--- config.mk ---
export PLATFORM = sky130hd
export DESIGN_NAME = pipe_collision
export DESIGN_NICKNAME = d
export VERILOG_FILES = /design/src/rtl/pipe_collision_pkg.sv /design/src/rtl/gap_lfsr.sv /design/src/rtl/pipe_collision.sv
export SDC_FILE = /design/constraint.sdc
export NUM_CORES = 1
export LEC_CHECK = 0
export BUFFER_PORTS_ARGS = -buffer_cell sky130_fd_sc_hd__buf_2
export CAP_MARGIN = 5
export CORE_MARGIN = 8
export CORE_UTILIZATION = 30
export CTS_CLUSTER_DIAMETER = 100
export DETAILED_ROUTE_END_ITERATION = 6
export REMOVE_ABC_BUFFERS = 1
export SYNTH_ARGS = -nofsm -noshare
export SYNTH_HDL_FRONTEND = slang
export SYNTH_SLANG_ARGS = --single-unit
export TNS_END_PERCENT = 30
--- constraint.sdc ---
create_clock -name gameClk -period 3.2 [get_ports gameClk]
set_input_delay 0.16 -clock gameClk [delete_from_list [all_inputs] [get_ports gameClk]]
set_output_delay 0.16 -clock gameClk [all_outputs]
set_load 0.05 [all_outputs]
--- src/rtl/pipe_collision_pkg.sv ---
// rtl/pipe_collision_pkg.sv - shared game constants, state encoding and score helpers
package pipe_collision_pkg;

    localparam int SCREEN_HEIGHT = 480;
    localparam int BIRD_HEIGHT   = 20;

    localparam logic [7:0] LFSR_SEED = 8'hA5;

    typedef enum logic [1:0] {
        ST_READY = 2'b00,
        ST_PLAY  = 2'b01,
        ST_DEAD  = 2'b10
    } game_state_e;

    // Two packed BCD digits, tens in [7:4], holding at 99.
    function automatic logic [7:0] bcd_inc_sat(input logic [7:0] v);
        logic [7:0] r;
        if (v == 8'h99) begin
            r = v;
        end else if (v[3:0] == 4'd9) begin
            r = {v[7:4] + 4'd1, 4'd0};
        end else begin
            r = {v[7:4], v[3:0] + 4'd1};
        end
        return r;
    endfunction

    function automatic logic [7:0] bin_inc_sat(input logic [7:0] v);
        return (v == 8'hFF) ? v : v + 8'd1;
    endfunction

endpackage

--- src/rtl/gap_lfsr.sv ---
// rtl/gap_lfsr.sv - 8-bit Fibonacci LFSR (taps 8,6,5,4) choosing the next pipe gap
module gap_lfsr
    import pipe_collision_pkg::*;
(
    input  logic       gameClk,
    input  logic       reset,
    output logic [7:0] value
);

    logic [7:0] lfsr_q;
    logic [7:0] lfsr_d;
    logic       feedback;

    assign feedback = lfsr_q[7] ^ lfsr_q[5] ^ lfsr_q[4] ^ lfsr_q[3];
    assign lfsr_d   = {lfsr_q[6:0], feedback};

    always_ff @(posedge gameClk) begin
        if (reset) begin
            lfsr_q <= LFSR_SEED;
        end else begin
            lfsr_q <= lfsr_d;
        end
    end

    assign value = lfsr_q;

endmodule

--- src/rtl/pipe_collision.sv ---
// rtl/pipe_collision.sv - pipe scroller, collision detect, scoring and game FSM
// Optional SCORE_BCD_EN: score counts as two BCD digits instead of binary.
module pipe_collision
    import pipe_collision_pkg::*;
#(
    parameter int SCREEN_WIDTH = 640,
    parameter int PIPE_WIDTH   = 40,
    parameter int PIPE_SPEED   = 2,
    parameter int GAP_HEIGHT   = 120,
    parameter int GAP_MIN      = 60,
    parameter int BIRD_X       = 100
) (
    input  logic               gameClk,
    input  logic               reset,
    input  logic               button,
    input  logic signed [10:0] bird_y,
    output logic               finished,
    output logic        [10:0] pipe_x,
    output logic        [10:0] gap_y,
    output logic        [7:0]  score,
    output logic        [1:0]  state
);

    localparam logic [10:0]        SW_U       = 11'(SCREEN_WIDTH);
    localparam logic [10:0]        SPEED_U    = 11'(PIPE_SPEED);
    localparam logic [10:0]        GAP_MIN_U  = 11'(GAP_MIN);
    localparam logic [11:0]        PIPE_W_U   = 12'(PIPE_WIDTH);
    localparam logic [11:0]        BIRD_L_U   = 12'(BIRD_X);
    localparam logic [11:0]        BIRD_R_U   = 12'(BIRD_X + BIRD_HEIGHT);
    localparam logic signed [11:0] BIRD_H_S   = 12'(BIRD_HEIGHT);
    localparam logic signed [11:0] GAP_H_S    = 12'(GAP_HEIGHT);

    game_state_e state_q, state_d;
    logic [10:0] pipe_x_q, pipe_x_d;
    logic [10:0] gap_y_q, gap_y_d;
    logic [7:0]  score_q, score_d;
    logic        passed_q, passed_d;
    logic [7:0]  lfsr_value;

    logic [11:0]        px_u;
    logic [11:0]        pipe_right_u;
    logic signed [11:0] by_s;
    logic signed [11:0] gy_s;
    logic signed [11:0] bird_top_s;
    logic signed [11:0] gap_top_s;
    logic               overlap;
    logic               vmiss;
    logic               on_floor;
    logic               collision;
    logic               wrap;
    logic               pipe_cleared;
    logic [7:0]         score_inc;

    gap_lfsr u_gap_lfsr (
        .gameClk (gameClk),
        .reset   (reset),
        .value   (lfsr_value)
    );

    assign px_u         = {1'b0, pipe_x_q};
    assign pipe_right_u = px_u + PIPE_W_U;
    assign by_s         = {bird_y[10], bird_y};
    assign gy_s         = {1'b0, gap_y_q};
    assign bird_top_s   = by_s + BIRD_H_S;
    assign gap_top_s    = gy_s + GAP_H_S;

    assign overlap      = (px_u < BIRD_R_U) && (pipe_right_u > BIRD_L_U);
    assign vmiss        = (by_s < gy_s) || (bird_top_s > gap_top_s);
    assign on_floor     = (by_s <= BIRD_H_S);
    assign collision    = (overlap && vmiss) || on_floor;
    assign wrap         = (pipe_x_q < SPEED_U);
    assign pipe_cleared = (pipe_right_u < BIRD_L_U) && !passed_q;

    always_comb begin
        score_inc = score_q;
`ifdef SCORE_BCD_EN
        score_inc = bcd_inc_sat(score_q);
`else
        score_inc = bin_inc_sat(score_q);
`endif
    end

    always_comb begin
        state_d  = state_q;
        pipe_x_d = pipe_x_q;
        gap_y_d  = gap_y_q;
        score_d  = score_q;
        passed_d = passed_q;
        case (state_q)
            ST_READY: begin
                if (button) begin
                    state_d = ST_PLAY;
                end
            end
            ST_PLAY: begin
                // A collision freezes the pipe where it is, including on a wrap edge.
                if (collision) begin
                    state_d = ST_DEAD;
                end else if (wrap) begin
                    pipe_x_d = SW_U;
                    gap_y_d  = GAP_MIN_U + {3'b000, lfsr_value};
                    passed_d = 1'b0;
                end else begin
                    pipe_x_d = pipe_x_q - SPEED_U;
                end
                if (pipe_cleared) begin
                    passed_d = 1'b1;
                    score_d  = score_inc;
                end
            end
            ST_DEAD: begin
                state_d = ST_DEAD;
            end
            default: begin
                state_d = ST_READY;
            end
        endcase
    end

    always_ff @(posedge gameClk) begin
        if (reset) begin
            state_q  <= ST_READY;
            pipe_x_q <= SW_U;
            gap_y_q  <= GAP_MIN_U + {3'b000, LFSR_SEED};
            score_q  <= 8'd0;
            passed_q <= 1'b0;
        end else begin
            state_q  <= state_d;
            pipe_x_q <= pipe_x_d;
            gap_y_q  <= gap_y_d;
            score_q  <= score_d;
            passed_q <= passed_d;
        end
    end

    assign state    = state_q;
    assign finished = (state_q == ST_DEAD);
    assign pipe_x   = pipe_x_q;
    assign gap_y    = gap_y_q;
    assign score    = score_q;

endmodule
==> results.json <==
{
  "fin_worst_skew_ns": 0.00501,
  "yosys.area_share.simple_pct": 21.6,
  "routabilityCongestion": 0.847,
  "cp.arrival_ns": 3.23,
  "synth_edf_count": 0,
  "initial_core_util_pct": 31.1,
  "dpl_cell_area_um2": 2880,
  "fin_crit_ns": 3.01,
  "worstSkewPairLatency_ns": 0.29,
  "ctsHoldBuffers": 0,
  "routed_wl_mm": 6.25,
  "syn_inst": 306,
  "cts.sinks": 38,
  "post_cts_resized": 0,
  "fp.dieArea_um2": 11800,
  "n_antenna_cell": 0,
  "ys_ff_latch": 38,
  "register_area_um2": 762,
  "cts_buffers": 5,
  "grtUsageTotal_pct": 10.5,
  "async_flop_share_pct": 0,
  "power_density_nw_per_um2": 476,
  "ir_drop_uv": 272,
  "synth_top_family_by_area": "simple AND/OR/NAND/NOR gates",
  "syn_avg_cell_area_um2": 8.38,
  "syn-cell-area_um2": 2560,
  "yosysSeqAreaShare_pct": 29.7,
  "drt_iter0_drc": 83,
  "fillers": 895,
  "fin_area_um2": 2990,
  "grt_pass1_wl_mm": 10.3,
  "pin_count": 47,
  "synth_fa_ha_area_share_pct": 14.6,
  "ctsRootBufferMaster": "clkbuf_8",
  "fp.dieH_um": 108,
  "synth_compound_area_share_pct": 17.7,
  "fmax_mhz": 332,
  "synthMuxAreaShare_pct": 1.56,
  "h-tree-depth": 2,
  "core_area_um2": 8260,
  "vias": 2264,
  "ys_types": 53,
  "crit_path_max_fanout": 23,
  "die_x_um": 108,
  "power_leakage_nw": 1.28,
  "finish.utilization_pct": 36.2,
  "clk_pin_slew_ns": 0.08,
  "synth_flop_cell": "dfxtp_1",
  "antenna_left": 0,
  "grt_pass1_vias": 2190,
  "clockBufferDepth": 2,
  "grt_max_degree": 25,
  "drc_errors": 0,
  "finalMaxSlewViolations": 0,
  "crit_type": "flop to flop",
  "tritoncts": "built",
  "fin_nets": 393,
  "drive_above_1_share_pct": 18.9,
  "firstDrtPassIters": 6,
  "finalCritPeriodShare_pct": 94.0,
  "finalHoldViolCount": 0,
  "overflow": 0,
  "rows": 33,
  "antenna_found_initial": 0,
  "hold_path.class": "primary input to flop",
  "end_kind": "flop",
  "cp.required_ns": 3.43,
  "synthXorXnorAreaFrac_pct": 8.88,
  "wire_per_inst_um": 13.7,
  "multi_input_area_um2": 1670,
  "startpoint_type": "flop",
  "area_delta_synth_final_pct": 16.5,
  "post_cts.repair.setup_buffers": 0,
  "port-buffer-count": 43,
  "place_hpwl_mm": 4.80,
  "finalSetupViolations": 0,
  "synth-warning-count": 0,
  "post_drt_via_cell_ratio": 4.98,
  "cap_violations": 0,
  "status": "complete, no violations"
}
==> worst paths after layout <==
kind	startpoint	end	slack (ns)	cells after the start
max	gap_y[4]$_SDFFE_PP0P_	pipe_x[9]$_SDFFE_PP1P_	0.19	11
min	reset	u_gap_lfsr.value[4]$_SDFF_PP0_	0.28	2
max reg2reg	gap_y[4]$_SDFFE_PP0P_	pipe_x[9]$_SDFFE_PP1P_	0.19	11
min reg2reg	u_gap_lfsr.value[1]$_SDFF_PP0_	u_gap_lfsr.value[2]$_SDFF_PP1_	0.47	1
==> sequential cells by signal, summed over array words and instances, names as in the netlist <==
signal / count
pipe_x: 10
gap_y: 9
score: 8
u_gap_lfsr.value: 8
state: 2
passed_q: 1
==> where the power goes <==
group,switching (mW),internal [mW],total [mW]
combinational,0.331,0.167,0.498
clock,0.172,0.173,0.346
sequential,0.0636,0.514,0.578
==> Yosys cell counts, types with 3 or more instances <==
library cell  instances  share of area, %
dfxtp_1              38                30
xnor2_1              13               4.4
or2_2                 3              0.73
a21oi_1              17               3.3
nor2_1               24               3.5
a21o_1                3              0.88
mux2i_1               4               1.6
nor2b_1               7               1.7
nor3_1                5              0.98
o21ai_0              17               3.3
or3_1                 5               1.2
and3_1                3              0.73
inv_1                22               3.2
o21a_1                3              0.88
nand4_1              13               3.2
ha_1                 30                15
nand3_1              13               2.5
nand2_1              20               2.9
xor2_1               13               4.4
clkbuf_1              8               1.2
a31oi_1               3              0.73
o211ai_1              3              0.88
buf_4                 3              0.88
==> metrics by stage <==
step           hold WS, ns  instances  setup TNS [ns]  power (mW)  setup WS [ns]
6_report             0.281        455               0        1.42          0.192
5_1_grt              0.301        455        -0.00652        1.52       -0.00652
4_1_cts              0.281        455               0        1.43          0.121
3_5_place_dp         0.453        447               0        1.08          0.138
3_3_place_gp         0.453        447               0        1.08          0.252
2_1_floorplan        0.227        295           -2.59       0.952         -0.351
==> routing by layer <==
layer  global-route usage, %  vias up  wire, um
met3                    3.21        4       439
met5                       0        -         0
met4                    1.76        0        22
li1                        -     1171         -
met2                    16.9       52      2830
met1                    13.8     1037      2960
==> worst max-delay path, stage by stage, from the launching register on <==
cell and delay [ns]:
dfxtp_1 0.38, inv_1 0.08, ha_1 0.21, nand3_1 0.13, nand3_1 0.09, ha_1 0.34
a211oi_2 0.29, nand2_1 0.08, o31a_1 0.30, o311a_4 0.46, or4_1 0.49, nand3_1 0.09
==> cell type report <==
class                      instances  area share (%)
timing repair buffer              47            8.21
clock buffer                       6            2.76
multi-input combinational        235            55.9
sequential                        38            25.5
tap                              105            4.40
inverter                          22            2.76
clock inverter                     2           0.419
==> kinds of logic (layout without fill, tap and decap cells) <==
family	after synthesis	after routing
xor gates and xnor gates	26	26
and+or+nand+nor	106	106
muxes	4	4
other	1	3
DFF	38	38
adders and majority gates	30	30
AOI/OAI and AO/OA	66	66
buffers and inverters	35	77
==> layout by cell type (no fill, tap or decap), types with 2 or more instances in the layout <==
| cell | instances |
|---|---|
| and3_1 | 3 |
| dfxtp_1 | 37 |
| or3_1 | 5 |
| a31oi_1 | 3 |
| and2_1 | 2 |
| a21oi_1 | 17 |
| buf_2 | 43 |
| mux2i_1 | 4 |
| conb_1 | 3 |
| nand4_1 | 13 |
| xnor2_1 | 13 |
| nor2b_1 | 7 |
| nand3_1 | 13 |
| o21a_1 | 3 |
| o21ai_0 | 17 |
| nand2_1 | 20 |
| xor2_1 | 13 |
| nor3_1 | 5 |
| or4_1 | 2 |
| nor4_2 | 2 |
| nor2_1 | 24 |
| a21o_1 | 3 |
| ha_1 | 30 |
| o311ai_1 | 2 |
| nor3b_1 | 2 |
| inv_1 | 22 |
| o211ai_1 | 3 |
| o31ai_1 | 2 |
| clkbuf_8 | 6 |
| buf_4 | 4 |
| or2_2 | 3 |
(Power assumes the default switching activity.)
